### src/rtl/hazard_ctrl.sv
// ---------------------------------------------------------------------------
// hazard_ctrl
// Pipeline sequencing controller for the 5-stage core. It owns every stall
// and flush decision. It produces register enables for PC, IF/ID, ID/EX,
// EX/MEM and MEM/WB, plus bubble strobes for IF/ID, ID/EX and MEM/WB. The
// hazards it resolves are load-use, taken-branch redirect, instruction-fetch
// wait and data-memory wait.
//
// Ports
//   clk, rst_n                    clock, asynchronous active-low reset
//   MemRead_EX_i, rd_addr_EX_i    load in EX and its destination register
//   rs1/rs2_addr_ID_i, *_used_ID_i  ID-stage source registers and use flags
//   branch_taken_EX_i             taken branch/jump resolved in EX
//   imem_ready_i                  fetch data valid this cycle
//   dmem_req_MEM_i, dmem_ready_i  MEM-stage access in progress / completing
//   pc_en_o, *_en_o               register enables
//   *_flush_o                     load a bubble (flush beats enable)
//   mem_err_o                     one-cycle pulse on data-memory timeout
//   stall_cnt_o, flush_cnt_o, dmem_wait_cnt_o  performance counters
//
// Configuration macro: HAZARD_PERF_CNT_EN builds the performance counters.
// Without it the three counter ports are tied to zero.
// ---------------------------------------------------------------------------
module hazard_ctrl #(
  parameter int REG_ADDR_WIDTH = 5,
  parameter int MEM_TIMEOUT    = 16
) (
  input  logic                      clk,
  input  logic                      rst_n,
  input  logic                      MemRead_EX_i,
  input  logic [REG_ADDR_WIDTH-1:0] rd_addr_EX_i,
  input  logic [REG_ADDR_WIDTH-1:0] rs1_addr_ID_i,
  input  logic [REG_ADDR_WIDTH-1:0] rs2_addr_ID_i,
  input  logic                      rs1_used_ID_i,
  input  logic                      rs2_used_ID_i,
  input  logic                      branch_taken_EX_i,
  input  logic                      imem_ready_i,
  input  logic                      dmem_req_MEM_i,
  input  logic                      dmem_ready_i,
  output logic                      pc_en_o,
  output logic                      if_id_en_o,
  output logic                      id_ex_en_o,
  output logic                      ex_mem_en_o,
  output logic                      mem_wb_en_o,
  output logic                      if_id_flush_o,
  output logic                      id_ex_flush_o,
  output logic                      mem_wb_flush_o,
  output logic                      mem_err_o,
  output logic [31:0]               stall_cnt_o,
  output logic [31:0]               flush_cnt_o,
  output logic [31:0]               dmem_wait_cnt_o
);

  localparam int TIMER_W = (MEM_TIMEOUT > 2) ? $clog2(MEM_TIMEOUT) : 1;
  localparam logic [TIMER_W-1:0] TIMER_LAST = TIMER_W'(MEM_TIMEOUT - 1);

  typedef enum logic [1:0] {
    ST_RUN         = 2'd0,
    ST_DMEM_WAIT   = 2'd1,
    ST_IFETCH_DROP = 2'd2
  } state_t;

  state_t               r_state;
  state_t               w_state_nxt;
  logic [TIMER_W-1:0]   r_timer;
  logic [TIMER_W-1:0]   w_timer_nxt;
  logic                 w_load_use;
  logic                 w_dstall;

  // x0 is hard-wired zero, so a load targeting it never creates a dependency.
  assign w_load_use = MemRead_EX_i && (rd_addr_EX_i != '0) &&
                      ((rs1_used_ID_i && (rd_addr_EX_i == rs1_addr_ID_i)) ||
                       (rs2_used_ID_i && (rd_addr_EX_i == rs2_addr_ID_i)));

  assign w_dstall = dmem_req_MEM_i && !dmem_ready_i;

  // Output and next-state decode. DMEM_WAIT with ready behaves exactly like
  // RUN, because dstall is necessarily false then. Reset forces every strobe
  // low, independent of the clock.
  always_comb begin
    pc_en_o        = 1'b1;
    if_id_en_o     = 1'b1;
    id_ex_en_o     = 1'b1;
    ex_mem_en_o    = 1'b1;
    mem_wb_en_o    = 1'b1;
    if_id_flush_o  = 1'b0;
    id_ex_flush_o  = 1'b0;
    mem_wb_flush_o = 1'b0;
    mem_err_o      = 1'b0;
    w_state_nxt    = r_state;
    w_timer_nxt    = '0;

    if (r_state == ST_DMEM_WAIT && !dmem_ready_i) begin
      pc_en_o        = 1'b0;
      if_id_en_o     = 1'b0;
      id_ex_en_o     = 1'b0;
      ex_mem_en_o    = 1'b0;
      mem_wb_en_o    = 1'b0;
      mem_wb_flush_o = 1'b1;
      if (r_timer == TIMER_LAST) begin
        mem_err_o   = 1'b1;
        w_timer_nxt = '0;
      end else begin
        w_timer_nxt = r_timer + TIMER_W'(1);
      end
    end else if (r_state == ST_IFETCH_DROP) begin
      // The outstanding wrong-path word is discarded whenever it arrives.
      pc_en_o       = imem_ready_i;
      if_id_flush_o = 1'b1;
      if (w_dstall) begin
        id_ex_en_o     = 1'b0;
        ex_mem_en_o    = 1'b0;
        mem_wb_en_o    = 1'b0;
        mem_wb_flush_o = 1'b1;
        w_state_nxt    = imem_ready_i ? ST_DMEM_WAIT : ST_IFETCH_DROP;
      end else begin
        w_state_nxt    = imem_ready_i ? ST_RUN : ST_IFETCH_DROP;
      end
    end else begin
      // Branch and load-use are ignored under a data stall; EX is frozen,
      // so they are seen again once memory completes.
      if (w_dstall) begin
        pc_en_o        = 1'b0;
        if_id_en_o     = 1'b0;
        id_ex_en_o     = 1'b0;
        ex_mem_en_o    = 1'b0;
        mem_wb_en_o    = 1'b0;
        mem_wb_flush_o = 1'b1;
        w_state_nxt    = ST_DMEM_WAIT;
      end else if (branch_taken_EX_i) begin
        if_id_flush_o = 1'b1;
        id_ex_flush_o = 1'b1;
        w_state_nxt   = imem_ready_i ? ST_RUN : ST_IFETCH_DROP;
      end else if (w_load_use) begin
        pc_en_o       = 1'b0;
        if_id_en_o    = 1'b0;
        id_ex_flush_o = 1'b1;
        w_state_nxt   = ST_RUN;
      end else if (!imem_ready_i) begin
        pc_en_o       = 1'b0;
        if_id_flush_o = 1'b1;
        w_state_nxt   = ST_RUN;
      end else begin
        w_state_nxt   = ST_RUN;
      end
    end

    if (!rst_n) begin
      pc_en_o        = 1'b0;
      if_id_en_o     = 1'b0;
      id_ex_en_o     = 1'b0;
      ex_mem_en_o    = 1'b0;
      mem_wb_en_o    = 1'b0;
      if_id_flush_o  = 1'b0;
      id_ex_flush_o  = 1'b0;
      mem_wb_flush_o = 1'b0;
      mem_err_o      = 1'b0;
    end
  end

  // State and timeout timer.
  always_ff @(posedge clk or negedge rst_n) begin
    if (!rst_n) begin
      r_state <= ST_RUN;
      r_timer <= '0;
    end else begin
      r_state <= w_state_nxt;
      r_timer <= w_timer_nxt;
    end
  end

`ifdef HAZARD_PERF_CNT_EN
  logic [31:0] r_stall_cnt;
  logic [31:0] r_flush_cnt;
  logic [31:0] r_dmem_wait_cnt;

  // Free-running event counters; they wrap naturally at 2^32.
  always_ff @(posedge clk or negedge rst_n) begin
    if (!rst_n) begin
      r_stall_cnt     <= '0;
      r_flush_cnt     <= '0;
      r_dmem_wait_cnt <= '0;
    end else begin
      if (!pc_en_o)
        r_stall_cnt <= r_stall_cnt + 32'd1;
      if (if_id_flush_o || id_ex_flush_o)
        r_flush_cnt <= r_flush_cnt + 32'd1;
      if (r_state == ST_DMEM_WAIT)
        r_dmem_wait_cnt <= r_dmem_wait_cnt + 32'd1;
    end
  end

  assign stall_cnt_o     = r_stall_cnt;
  assign flush_cnt_o     = r_flush_cnt;
  assign dmem_wait_cnt_o = r_dmem_wait_cnt;
`else
  assign stall_cnt_o     = 32'd0;
  assign flush_cnt_o     = 32'd0;
  assign dmem_wait_cnt_o = 32'd0;
`endif

endmodule

### config.mk
export PLATFORM = sky130hd
export DESIGN_NAME = hazard_ctrl
export DESIGN_NICKNAME = d
export VERILOG_FILES = /design/src/rtl/hazard_ctrl.sv
export SDC_FILE = /design/constraint.sdc
export NUM_CORES = 1
export LEC_CHECK = 0
export BUFFER_PORTS_ARGS = -buffer_cell sky130_fd_sc_hd__buf_2
export CAP_MARGIN = 20
export CELL_PAD_IN_SITES_DETAIL_PLACEMENT = 0
export CELL_PAD_IN_SITES_GLOBAL_PLACEMENT = 1
export CORE_ASPECT_RATIO = 0.9
export CORE_UTILIZATION = 23
export CTS_BUF_LIST = sky130_fd_sc_hd__clkbuf_4 sky130_fd_sc_hd__clkbuf_8 sky130_fd_sc_hd__clkbuf_16
export CTS_CLUSTER_SIZE = 16
export DETAILED_ROUTE_END_ITERATION = 16
export PLACE_DENSITY_LB_ADDON = 0.1
export SLEW_MARGIN = 10
export SYNTH_ARGS = -nofsm -noshare
export SYNTH_HDL_FRONTEND = slang
export SYNTH_SLANG_ARGS = --single-unit
### constraint.sdc
create_clock -name clk -period 2.05 [get_ports clk]
set_clock_uncertainty 0.05 [all_clocks]
set_input_delay 0.41 -clock clk [delete_from_list [all_inputs] [get_ports clk]]
set_output_delay 0.41 -clock clk [all_outputs]
set_load 0.02 [all_outputs]
### Word level (Yosys, flattened, before mapping)

Cells that the tools add are included.

* $add $sub $neg: 1
* $mul: 0
* div/mod/pow operators: 0
* order comparisons: 0
* equality and inequality tests: 5
* shift-type cells: 0
* mux-type cells: 43
* bitwise logic cells: 0
* reduce and logical (&&, ||, !) cells: 9

Operators by type and width (number)
* $mux 1: 35
* $mux 2: 6
* $eq 5x5->1: 2
* $mux 4: 2
* $logic_and 1x1->1: 6
* $reduce_bool 5->1: 1
* $add 4x1->4 const B: 1
* $eq 4x4->1 const B: 1
* $eq 2x1->1 const B: 1
* $eq 2x2->1 const B: 1
* $logic_not 1->1: 1
* $logic_or 1x1->1: 1

* flip-flop bits (word level): 6
* bits in latches: 0
* RAM bits: 0
* memory bits (read-only): 0
* input bits: 24
* output and inout bits: 105
* word-level logic and storage cells: 60
* memories kept: 0

### Logic depth before layout (Yosys ltp)

Gate-level depths: netlist of run 1.

* word-level depth: 10
* gate-level depth with buffers: 5
* gate-level depth less buffers: 4

### Least setup slack after synthesis of run 1

Ideal clock, no wire load.

* kind: input to output
* from: input rd_addr_EX_i[1]
* to: output pc_en_o
* arrival: 1763 ps
* required time: 1590 ps
* path slack: -173 ps
* stages on the path: 4
* path buffers: 0
* path through: or4_4 -> o21ai_1 -> a311oi_1 -> a221oi_1

* cells in the longest elaborated chain, start to end: 10
* elaborated cells between the ends (all ways): 14
* classes of those cells: 2 x eq/ne; 6 x mux; 6 x reduce/logical

Ends and longest elaborated chain
* start, declared: RTL line 31 `input logic [REG_ADDR_WIDTH-1:0] rd_addr_EX_i,`
* $eq 5x5->1 (on tied branches): RTL line 72, 73
* $logic_and 1x1->1 (on tied branches): RTL line 72, 73
* $logic_or 1x1->1: RTL line 72 `((rs1_used_ID_i && (rd_addr_EX_i == rs1_addr_ID_i)) ||`
* $logic_and 1x1->1 (*): RTL line 71 `assign w_load_use = MemRead_EX_i && (rd_addr_EX_i != '0) &&`
* $mux 1 (*): RTL line 134 `end else if (w_load_use) begin`
* $mux 1 (*): RTL line 130 `end else if (branch_taken_EX_i) begin`
* $mux 1 (*): RTL line 122 `if (w_dstall) begin`
* $mux 1 (*): RTL line 106 `end else if (r_state == ST_IFETCH_DROP) begin`
* $mux 1 (*): RTL line 93 `if (r_state == ST_DMEM_WAIT && !dmem_ready_i) begin`
* $mux 1 (*): RTL line 148 `if (!rst_n) begin`
* end, declared: RTL line 40 `output logic pc_en_o,`

Every way passes the cells marked *; elsewhere a longest branch is shown, timed or not.

### Worst setup path in the final report of run 1

* from: input rd_addr_EX_i[4]
* to: output id_ex_flush_o

* cells in the longest elaborated chain, start to end: 10
* elaborated cells between the ends (all ways): 14
* classes of those cells: 2 x eq/ne; 6 x mux; 6 x reduce/logical

Ends and longest elaborated chain
* $eq 5x5->1 (on tied branches): RTL line 72, 73
* $logic_and 1x1->1 (on tied branches): RTL line 72, 73
* $logic_or 1x1->1: RTL line 72
* $logic_and 1x1->1 (*): RTL line 71
* $mux 1 (*): RTL line 134
* $mux 1 (*): RTL line 130
* $mux 1 (*): RTL line 122
* $mux 1 (*): RTL line 106
* $mux 1 (*): RTL line 93
* $mux 1 (*): RTL line 148
* end, declared: RTL line 46 `output logic id_ex_flush_o,`

Marks and branches as above.

==> results summary, run 1 <==
The placed instance area is 1190 µm². The number of distinct library cells after synthesis came out at 28. For this run, the post-layout net count is 232. sky130_fd_sc_hd__buf_4 is the most common cell in the netlist. The largest fanout of any net on the critical path is 2. After synthesis, the cell types taking the most area are sky130_fd_sc_hd__buf_4, sky130_fd_sc_hd__dfrtp_1, sky130_fd_sc_hd__xnor2_1, sky130_fd_sc_hd__nor2_1, sky130_fd_sc_hd__a21oi_1. The core outline area came out at 5290 µm². The later pin in the worst-skew pair is clocked with a latency of 0.22 ns. The synthesized area came out at 1280 µm². The routed via count is 880. The synthesized design spends more area on one cell type than any other, namely sky130_fd_sc_hd__buf_4.

The post-route worst setup slack came out at -0.134 ns. The fmax is 458 MHz. The initialized floorplan defines 25 standard-cell rows.

The TritonCTS clock tree is done. The worst setup path is of the input port to primary output kind. The run finished, with violations left. The number of fillers in the final layout came out at 595. Setup repair after global routing could not meet its margin everywhere. The startpoint of the most critical register-to-register path is r_timer[0]. The post-detailed-placement half-perimeter wirelength is 1.88 mm. The number of vias per cell is 3.24. The clock period minus worst slack is 2.18 ns. The initial antenna violation count came out at 0. The final reports fail on negative setup slack.

The fraction of final layout cells sized beyond drive strength 1 is 25.9%. The initial detailed-routing violation count came out at 28. The post-placement cell count came out at 266. The average detailed-routed wire length per instance is 8.11 µm. In this run the critical register-to-register path is captured at r_timer[3]. The number of warnings reported in the yosys synthesis log is 0. The congestion estimate from routability-driven global placement came to 0.670.

The final count of hold timing violations is 0. The count of flip-flops with a built-in enable after synthesis is 0. The final wirelength is 2.21 mm. CTS saw 6 sinks.

The cell count after synthesis came out at 165. The reported leakage power is 0.750 nW. The overall routing resource usage is 6.23%. The number of maximum-capacitance violations is 0. The most frequently used flop master after synthesis is sky130_fd_sc_hd__dfrtp_1. The number of ports placed on the die boundary came out at 129. The height of the chip is 72.7 µm.

The required time of the critical path came out at 1.59 ns. The register bit total from synthesis is 6. The utilization after layout is 25.3%. The non-filler instance count after layout came out at 272.

The slack of the worst reg-to-reg path came out at 0.91 ns. The count of nets left with antenna violations once routing finished came out at 0. Setup violations remaining at the end of the flow were counted as 2. In this run the power density over the cells is 463 nW/µm². The largest buffer count on any clock path came out at 2.

The CTS clock-pin slew for the worst setup and hold paths came out at 0.03 ns. The via count of the first global-routing pass is 628. The diode insertion count for antenna repair came out at 0.

The die area is 5860 µm². The area growth from synthesis to layout is 4.60%. The cell sitting at the root of the clock tree is a sky130_fd_sc_hd__clkbuf_8. The number of H-tree levels is 1.

The horizontal extent of the die came out at 80.6 µm. The worst setup path is launched from an input port. For this run, design rule violations remaining after detail routing come to 0.

VDD sags by at most 139 µV. The worst setup path is captured at a primary output. The pin count of the biggest net entering global routing came out at 12. At the worst endpoint, the arrival time is 1.72 ns.

The total global routing overflow came out at 0. The count of input and output buffers is 32. The sequential area share after synthesis came out at 11.8%. The number of clock buffers inserted by TritonCTS came out at 3. The first-pass detailed-route iteration total is 2. The area occupied by multi-input gates is 788 µm². After synthesis, the most frequently instantiated cells are sky130_fd_sc_hd__buf_4, sky130_fd_sc_hd__xnor2_1, sky130_fd_sc_hd__nor2_1.

The worst hold-check path type is input port to asynchronous set/reset pin. The area of all sequential standard cells is 150 µm². With fillers left out, the area of the finished cells amounts to 1340 µm².

The final clock period utilization by the worst path is 107%. The length in cells of the worst reg-to-reg path is 4. The worst hold margin is 0.188 ns. In the synthesized netlist the async set-or-reset flop fraction comes to 100%. The first global-routing pass estimated 2.83 mm of wire. The hold-fix buffer count after cts is 0. The count of final max-slew check failures came out at 0. The top cell type by area accounts for 57.6% of the synthesized area.

The initial cell density of the core is 24.2%. The mean instance size in the synthesized netlist came out at 7.74 µm².
worst max-delay path: stages:
cell                     delay (ns)
sky130_fd_sc_hd__buf_6         0.09
sky130_fd_sc_hd__or4_4         0.53
sky130_fd_sc_hd__o21a_1        0.21
sky130_fd_sc_hd__and4_4        0.16
sky130_fd_sc_hd__a22o_1        0.19
sky130_fd_sc_hd__buf_6         0.13
cell usage in the layout (no fill, tap or decap), types with 3 or more instances in the layout:
cell / Yosys / routed
sky130_fd_sc_hd__nand2_1: 3 / 3
sky130_fd_sc_hd__clkbuf_8: 0 / 3
sky130_fd_sc_hd__and3_1: 3 / 3
sky130_fd_sc_hd__nand2b_1: 3 / 3
sky130_fd_sc_hd__and2_1: 3 / 3
sky130_fd_sc_hd__buf_4: 98 / 9
sky130_fd_sc_hd__buf_2: 0 / 26
sky130_fd_sc_hd__xnor2_1: 11 / 9
sky130_fd_sc_hd__a21oi_1: 4 / 3
sky130_fd_sc_hd__nor2_1: 7 / 7
sky130_fd_sc_hd__conb_1: 1 / 96
sky130_fd_sc_hd__buf_6: 0 / 6
sky130_fd_sc_hd__dfrtp_1: 6 / 6
worst max-delay path by stage:
stage                               start       endpoint  slack, ns  cells after the start
after floorplan           rd_addr_EX_i[1]        pc_en_o      0.003                      4
after global placement    rd_addr_EX_i[1]  id_ex_flush_o      -0.20                      6
after detailed placement  rd_addr_EX_i[1]  id_ex_flush_o      -0.20                      6
after CTS                 rd_addr_EX_i[4]  id_ex_flush_o      -0.14                      6
after global routing      rd_addr_EX_i[4]  id_ex_flush_o      -0.18                      6
final                     rd_addr_EX_i[4]  id_ex_flush_o      -0.13                      6
layer usage:
metal / up-vias / wire length [µm] / GRT usage, %
met4: 0 / 19 / 3.57
met5: - / 0 / 0
met3: 2 / 209 / 1.13
met2: 68 / 1170 / 10.5
li1: 424 / - / -
met1: 386 / 807 / 7.39
flip-flops by register name (all words and copies together) (netlist names):
register	cells
r_state	2
r_timer	4
power breakdown:
| group | leakage (nW) | internal (mW) | switching, mW | total [mW] |
|---|---|---|---|---|
| clock network | 0.0216 | 0.125 | 0.0436 | 0.169 |
| logic | 0.648 | 0.0861 | 0.236 | 0.322 |
| registers | 0.0812 | 0.124 | 0.00422 | 0.128 |
| total | 0.750 | 0.335 | 0.284 | 0.619 |
kinds of logic (layout without fill, tap and decap cells):
kind of cell	count (synthesis)	in the layout	share of synthesized area, %
compound gates	16	16	7.93
xor+xnor	11	11	7.54
fa+ha+maj	1	1	0.979
buf+inv	101	46	58.5
flops	6	6	11.8
other cells	1	96	0.294
simple gates	29	29	13.0
area by class of cell:
cell class                 instances  share of cell area (%)
clock buffer                       3                    3.09
multi-input combinational        153                    59.0
sequential                         6                    11.2
tap                               67                    6.27
timing repair buffer              41                    19.9
inverter                           2                   0.562
metrics by stage:
stage | total power, mW | setup slack (ns) | TNS (ns)
detailed placement | 0.419 | -0.205 | -0.489
finish | 0.619 | -0.134 | -0.223
CTS | 0.595 | -0.137 | -0.319
global route | 0.658 | -0.175 | -0.300
global placement | 0.421 | -0.200 | -0.487
floorplan | 0.499 | 0.00307 | 0
what timing repair did:
action / CTS / global route
gates cloned: 0 / 0
endpoints found under the setup margin: 4 / 4
hold endpoints to repair: 0 / 0
resized for setup: 4 / 14
setup buffers: 0 / 3
pin swaps: 4 / 8
Note: power is estimated with default switching activity, not from simulation.
==> inputs of run 2 (changes only) <==
--- a/config.mk
+++ b/config.mk
@@ -7,7 +7,7 @@
 export LEC_CHECK = 0
 export BUFFER_PORTS_ARGS = -buffer_cell sky130_fd_sc_hd__buf_2
 export CAP_MARGIN = 20
-export CELL_PAD_IN_SITES_DETAIL_PLACEMENT = 0
+export CELL_PAD_IN_SITES_DETAIL_PLACEMENT = 1
 export CELL_PAD_IN_SITES_GLOBAL_PLACEMENT = 1
 export CORE_ASPECT_RATIO = 0.9
 export CORE_UTILIZATION = 23
==> results summary, run 2 (synthesized netlist as in run 1, its figures left out) <==
The run finished, with violations left. The final reports fail on negative setup slack. The total global routing overflow is 0. The signal on the critical path passes through buf_6, or4_4, o21a_1, and4_4, a22o_1, buf_6. The CTS clock-pin slew for the worst setup and hold paths is 0.03 ns. The number of clock buffers inserted by TritonCTS came out at 3. The final antenna-violating net count is 0. Setup slack on the critical path of the routed design comes to -0.128 ns.

Leaving out fill and tap cells, the most frequent cell in the layout is sky130_fd_sc_hd__conb_1. The clock reaches the later pin of the worst-skew pair after 0.22 ns. The routability congestion estimate is 0.670. The number of nets in the layout came out at 229. The count of input and output buffers is 32. The worst setup path is launched from an input port. The reported leakage power came out at 0.717 nW. The final count of hold timing violations came to 0.

The pin count of the biggest net entering global routing is 12. After legalization and detailed placement, the total HPWL measured 2.10 mm. Net switching is 46.6% of the power. The final wirelength is 2.31 mm. Among the stages of the critical path, the cell type that occurs most often is sky130_fd_sc_hd__buf_6.

The post-CTS setup buffer count is 0. Static timing analysis puts the maximum clock frequency at 459 MHz. The total power consumption of the routed design came out at 0.605 mW. From left edge to right edge, the die measures 80.6 µm.

The number of flip-flops under the largest register name is 4. The peak supply drop came out at 145 µV. The internal power contribution is 0.323 mW. Data on the critical path arrives at its endpoint at 1.72 ns. In this run the power density over the cells is 477 nW/µm².

The area occupied by multi-input gates is 753 µm². The buffering stage count on the worst path with inverters included is 2. The TritonCTS clock tree is done. The number of vias per cell is 3.28. Across the run, the number of max-cap violations was 0. The hold-fix buffer count after cts came out at 0. Combinational logic is responsible for 50.6% of the overall power.

The initial detailed-routing violation count came out at 18. The number of remaining DRC errors is 0. In this run the worst path has a maximum fanout of 2. The floorplan step defined a die boundary enclosing 5860 µm². The global-route wire length before repair is 3.31 mm. In this run the power spent charging and discharging nets is 0.282 mW. STA classifies the critical path endpoint as a primary output. The largest buffer count on any clock path came out at 2. The count of final max-slew check failures is 0. The synthesis-to-finish area growth came out at -0.783%.

Per report_power, the clock group accounts for 28.4% of the total. The height of the chip came out at 72.7 µm. The diode insertion count for antenna repair came out at 0. The largest single stage delay on the critical path is 0.53 ns. The largest registers in the layout are r_timer (4), r_state (2). The cell sitting at the root of the clock tree is a sky130_fd_sc_hd__clkbuf_8. Setup violations remaining at the end of the flow were counted as 3. Adding up every negative setup slack in the final design gives -0.240 ns. The required time of the critical path is 1.59 ns.

After layout, the worst path uses 106% of the clock period. In the global route stage, overall resource usage came out at 7.34%. The initial cell density of the core came out at 24.2%. The area of all sequential standard cells is 150 µm². The path type of the worst setup path is input port to primary output. The row count is 25.

Setup repair after global routing could not meet its margin everywhere. The average detailed-routed wire length per instance came out at 8.57 µm. The share of total power in sequential cells came out at 21.0%.

The core outline area is 5290 µm². The largest individual stage delay along the critical path comes from the cell sky130_fd_sc_hd__or4_4. CTS built an H-tree with a depth of 1. The fraction of final layout cells sized beyond drive strength 1 is 22.8%.

The via count of the first global-routing pass is 719. The worst hold-check path type is input port to asynchronous set/reset pin. The routed via count is 883.

The smallest clock period supported by the final layout is computed as 2.18 ns. The cell family contributing the most delay on the critical path is simple AND/OR/NAND/NOR gates. 129 I/O pins were placed. In the layout the commonest cells are sky130_fd_sc_hd__conb_1, sky130_fd_sc_hd__buf_2, sky130_fd_sc_hd__xnor2_1.

The initial antenna violation count is 0. The worst slack after detailed placement came out at -0.217 ns. The number of sinks on the clock net is 6. The first-pass detailed-route iteration total came out at 4. The filler cells instantiated in the layout total 696. The register with the most flip-flops is r_timer.
==> run 2: path summary, 6_finish.rpt <==
kind	slack, ns	to	cells past startpoint	start
worst max-delay path	-0.13	id_ex_flush_o	6	rd_addr_EX_i[4]
worst min-delay path	0.13	r_state[0]	2	rst_n
worst max register to register	0.85	r_state[1]	5	r_state[0]
worst min register to register	0.45	r_timer[0]	1	r_timer[0]
max in group asynchronous	1.70	r_timer[0]	2	rst_n
min in group clk	0.37	r_state[1]	2	imem_ready_i
==> run 2: cell type report <==
type	instances	share of cell area (%)
clock buffer	3	3.26
inverter	2	0.592
multi-input combinational	153	59.4
sequential	6	11.8
tap	67	6.61
timing repair buffer	38	18.3
==> run 2: metal layers <==
metal	part of all wire [%]	track usage [%]	wire [µm]	up-vias
li1	-	-	-	414
met1	36	8.23	827	393
met2	52	13.3	1200	71
met3	10	1.00	236	5
met4	1.7	4.17	40	0
met5	0	0	0	-
==> run 2: power by group through the flow <==
| stage | logic [mW] | clock network (mW) | registers (mW) |
|---|---|---|---|
| after floorplan | 0.372 | 0 | 0.127 |
| after global placement | 0.292 | 0 | 0.128 |
| after detailed placement | 0.293 | 0 | 0.128 |
| after CTS | 0.302 | 0.177 | 0.127 |
| after global routing | 0.335 | 0.188 | 0.127 |
| final | 0.306 | 0.172 | 0.127 |
==> run 2: worst register-to-register path: stages (launching register included) <==
cell and delay [ns]:
sky130_fd_sc_hd__dfrtp_1 0.35, sky130_fd_sc_hd__nor2b_1 0.20, sky130_fd_sc_hd__o21bai_1 0.08, sky130_fd_sc_hd__buf_4 0.17, sky130_fd_sc_hd__a21oi_1 0.17, sky130_fd_sc_hd__nor2_1 0.06
==> run 2: what timing repair did <==
item,CTS,global route
cloned,0,0
pin swaps,4,2
gates resized for setup,8,2
endpoints found under the setup margin,4,4
==> run 2: through the flow <==
stage	instances	utilization (%)	hold slack [ns]	instance area (µm²)
floorplan	260	-	0.0644	1640
finish	269	24.0	0.135	1270
global route	269	24.0	0.172	1270
CTS	269	23.9	0.145	1260
global placement	266	22.5	0.379	1190
detailed placement	266	22.5	0.379	1190
==> inputs of run 3 (changes only) <==
--- a/config.mk
+++ b/config.mk
@@ -6,7 +6,6 @@
 export NUM_CORES = 1
 export LEC_CHECK = 0
 export BUFFER_PORTS_ARGS = -buffer_cell sky130_fd_sc_hd__buf_2
-export CAP_MARGIN = 20
 export CELL_PAD_IN_SITES_DETAIL_PLACEMENT = 1
 export CELL_PAD_IN_SITES_GLOBAL_PLACEMENT = 1
 export CORE_ASPECT_RATIO = 0.9
@@ -14,7 +13,8 @@
 export CTS_BUF_LIST = sky130_fd_sc_hd__clkbuf_4 sky130_fd_sc_hd__clkbuf_8 sky130_fd_sc_hd__clkbuf_16
 export CTS_CLUSTER_SIZE = 16
 export DETAILED_ROUTE_END_ITERATION = 16
-export PLACE_DENSITY_LB_ADDON = 0.1
+export PLACE_DENSITY = 0.93
+export RECOVER_POWER = 50
 export SLEW_MARGIN = 10
 export SYNTH_ARGS = -nofsm -noshare
 export SYNTH_HDL_FRONTEND = slang
==> results summary, run 3 (synthesized netlist as in run 1, its figures left out) <==
The flow ran to the end, but the final reports show violations. The checks that failed: negative setup slack. The post-route worst setup slack is -0.129 ns. The repair_antennas step left the layout with diodes totalling 0. The floorplan step defined a die boundary enclosing 5860 µm².

The power density normalized to cell area is 480 nW/µm². The initial antenna violation count came to 0. The detail route stage leaves a number of antenna-violating nets equal to 0. The cell at the root of the clock tree is sky130_fd_sc_hd__clkbuf_8. The global-route wire length before repair is 3.09 mm.

The count of final max-slew check failures came out at 0. The worst hold margin came out at 0.333 ns. The fmax is 459 MHz.

Leaving out fill and tap cells, the most frequent cell in the layout is sky130_fd_sc_hd__conb_1. The capturing element type of the critical path is a primary output. The via count of the first global-routing pass came out at 700. The total global routing overflow came out at 0. The count of input and output buffers came out at 32. The first-pass detailed-route iteration total is 4. The overall routing resource usage is 6.78%. The tool flagged a number of max-cap violations equal to 0. The initialized floorplan defines 25 standard-cell rows. At the worst endpoint, the required time is 1.59 ns.

The arrival time reported for the critical path endpoint is 1.72 ns. The horizontal extent of the die came out at 80.6 µm. The core region is 5290 µm². Across all layers, the routed design uses 893 vias. The height of the chip came out at 72.7 µm. In the layout the commonest cells are sky130_fd_sc_hd__conb_1, sky130_fd_sc_hd__buf_2, sky130_fd_sc_hd__xnor2_1.

Leaving out filler cells and counting taps, the final layout contains 270. The number of H-tree levels came out at 1. Summed over all nets, the half-perimeter wirelength after detailed placement is 1.99 mm.

The largest buffer count on any clock path is 2. Entering global routing, the biggest net connects 12 pins. The peak supply drop came out at 282 µV. The final wirelength came out at 2.33 mm. The final count of hold timing violations came out at 0. The worst slack after detailed placement is -0.188 ns. The initial cell density of the core came out at 24.2%.

Routability-driven placement finished with a final weighted congestion of 0.703. The met3 wirelength from detailed routing came out at 295 µm. Setup repair after global routing could not meet its margin everywhere. The final clock period utilization by the worst path is 106%.

The average detailed-routed wire length per instance is 8.61 µm. The register with the most flip-flops in the layout has 4 of them. The routed length on met1 came out at 953 µm.

The number of remaining DRC errors is 0. The amount of wire on met2 after detailed routing is 1.07 mm. The synthesis-to-finish area growth came out at 1.18%. After detailed routing, no signal wire sits above met4.

The slack of the worst reg-to-reg path is 0.82 ns. The count of final setup violators came out at 3. The clock period minus worst slack came out at 2.18 ns. Clock latency on the worst-skew pair, taken at its later pin, is 0.22 ns.

The utilization after layout came out at 24.4%. The fraction of final layout cells sized beyond drive strength 1 came out at 23.6%. Along the worst path, the maximum fanout reaches 2. The path type of the worst setup path is input port to primary output. The reported leakage power is 0.721 nW.

The initial detailed-routing violation count came out at 5. The number of sinks on the clock net came out at 6. The largest registers in the layout are r_timer (4), r_state (2). The TritonCTS clock tree is done. The post-placement cell count came out at 266.

The number of clock buffers added by TritonCTS is 3. The number of vias per cell is 3.31. 129 I/O pins were placed. The setup total negative slack came out at -0.274 ns. The CTS clock-pin slew for the worst setup and hold paths is 0.04 ns. STA classifies the critical path startpoint as an input port. Counting flops per register, the top entry is r_timer. The worst hold-check path type is input port to asynchronous set/reset pin. The final layout contains 230 nets.
-- run 3: through the flow --
stage / power, mW / instance area, µm²
floorplan: 0.499 / 1640
finish: 0.620 / 1290
CTS: 0.608 / 1260
global placement: 0.418 / 1190
detailed placement: 0.421 / 1190
global route: 0.660 / 1290
-- run 3: area by class of cell --
class                           count  area [µm²]
Tap cell                           67        83.8
Multi-Input combinational cell    153         774
Sequential cell                     6         150
Inverter                            2        7.51
Fill cell                         702        3990
Clock buffer                        3        41.3
Timing Repair Buffer               39         235
-- run 3: report_power, final --
group | internal, mW | total [mW] | switching (mW)
logic | 0.0782 | 0.315 | 0.237
registers | 0.123 | 0.128 | 0.00448
clock network | 0.126 | 0.178 | 0.0513
total | 0.328 | 0.620 | 0.292
-- run 3: final timing paths --
path / to / cells after the start / start
worst min-delay path: r_timer[0] / 2 / rst_n
worst max register to register: r_state[1] / 5 / r_state[1]
worst max-delay path: id_ex_flush_o / 6 / rd_addr_EX_i[3]
max in group asynchronous: r_state[0] / 2 / rst_n
min in group clk: r_state[1] / 2 / imem_ready_i
worst min register to register: r_timer[0] / 1 / r_timer[0]
-- run 3: repair_timing --
| action | in CTS | in global routing |
|---|---|---|
| gates cloned | 0 | 1 |
| resized for setup | 8 | 9 |
| endpoints found under the setup margin | 4 | 4 |
| pin swaps | 4 | 3 |
| setup buffers | 0 | 0 |
| hold buffers | 0 | 0 |
-- run 3: routing by layer --
layer | track usage (%) | vias up
met4 | 1.19 | 0
met5 | 0 | -
met2 | 11.2 | 70
met1 | 8.64 | 403
li1 | - | 418
met3 | 2.25 | 2
-- run 3: worst max-delay path, cell delays in order --
cell	delay (ns)
sky130_fd_sc_hd__buf_6	0.09
sky130_fd_sc_hd__or4_4	0.53
sky130_fd_sc_hd__o21a_1	0.19
sky130_fd_sc_hd__and4_4	0.18
sky130_fd_sc_hd__a22o_1	0.18
sky130_fd_sc_hd__buf_6	0.13
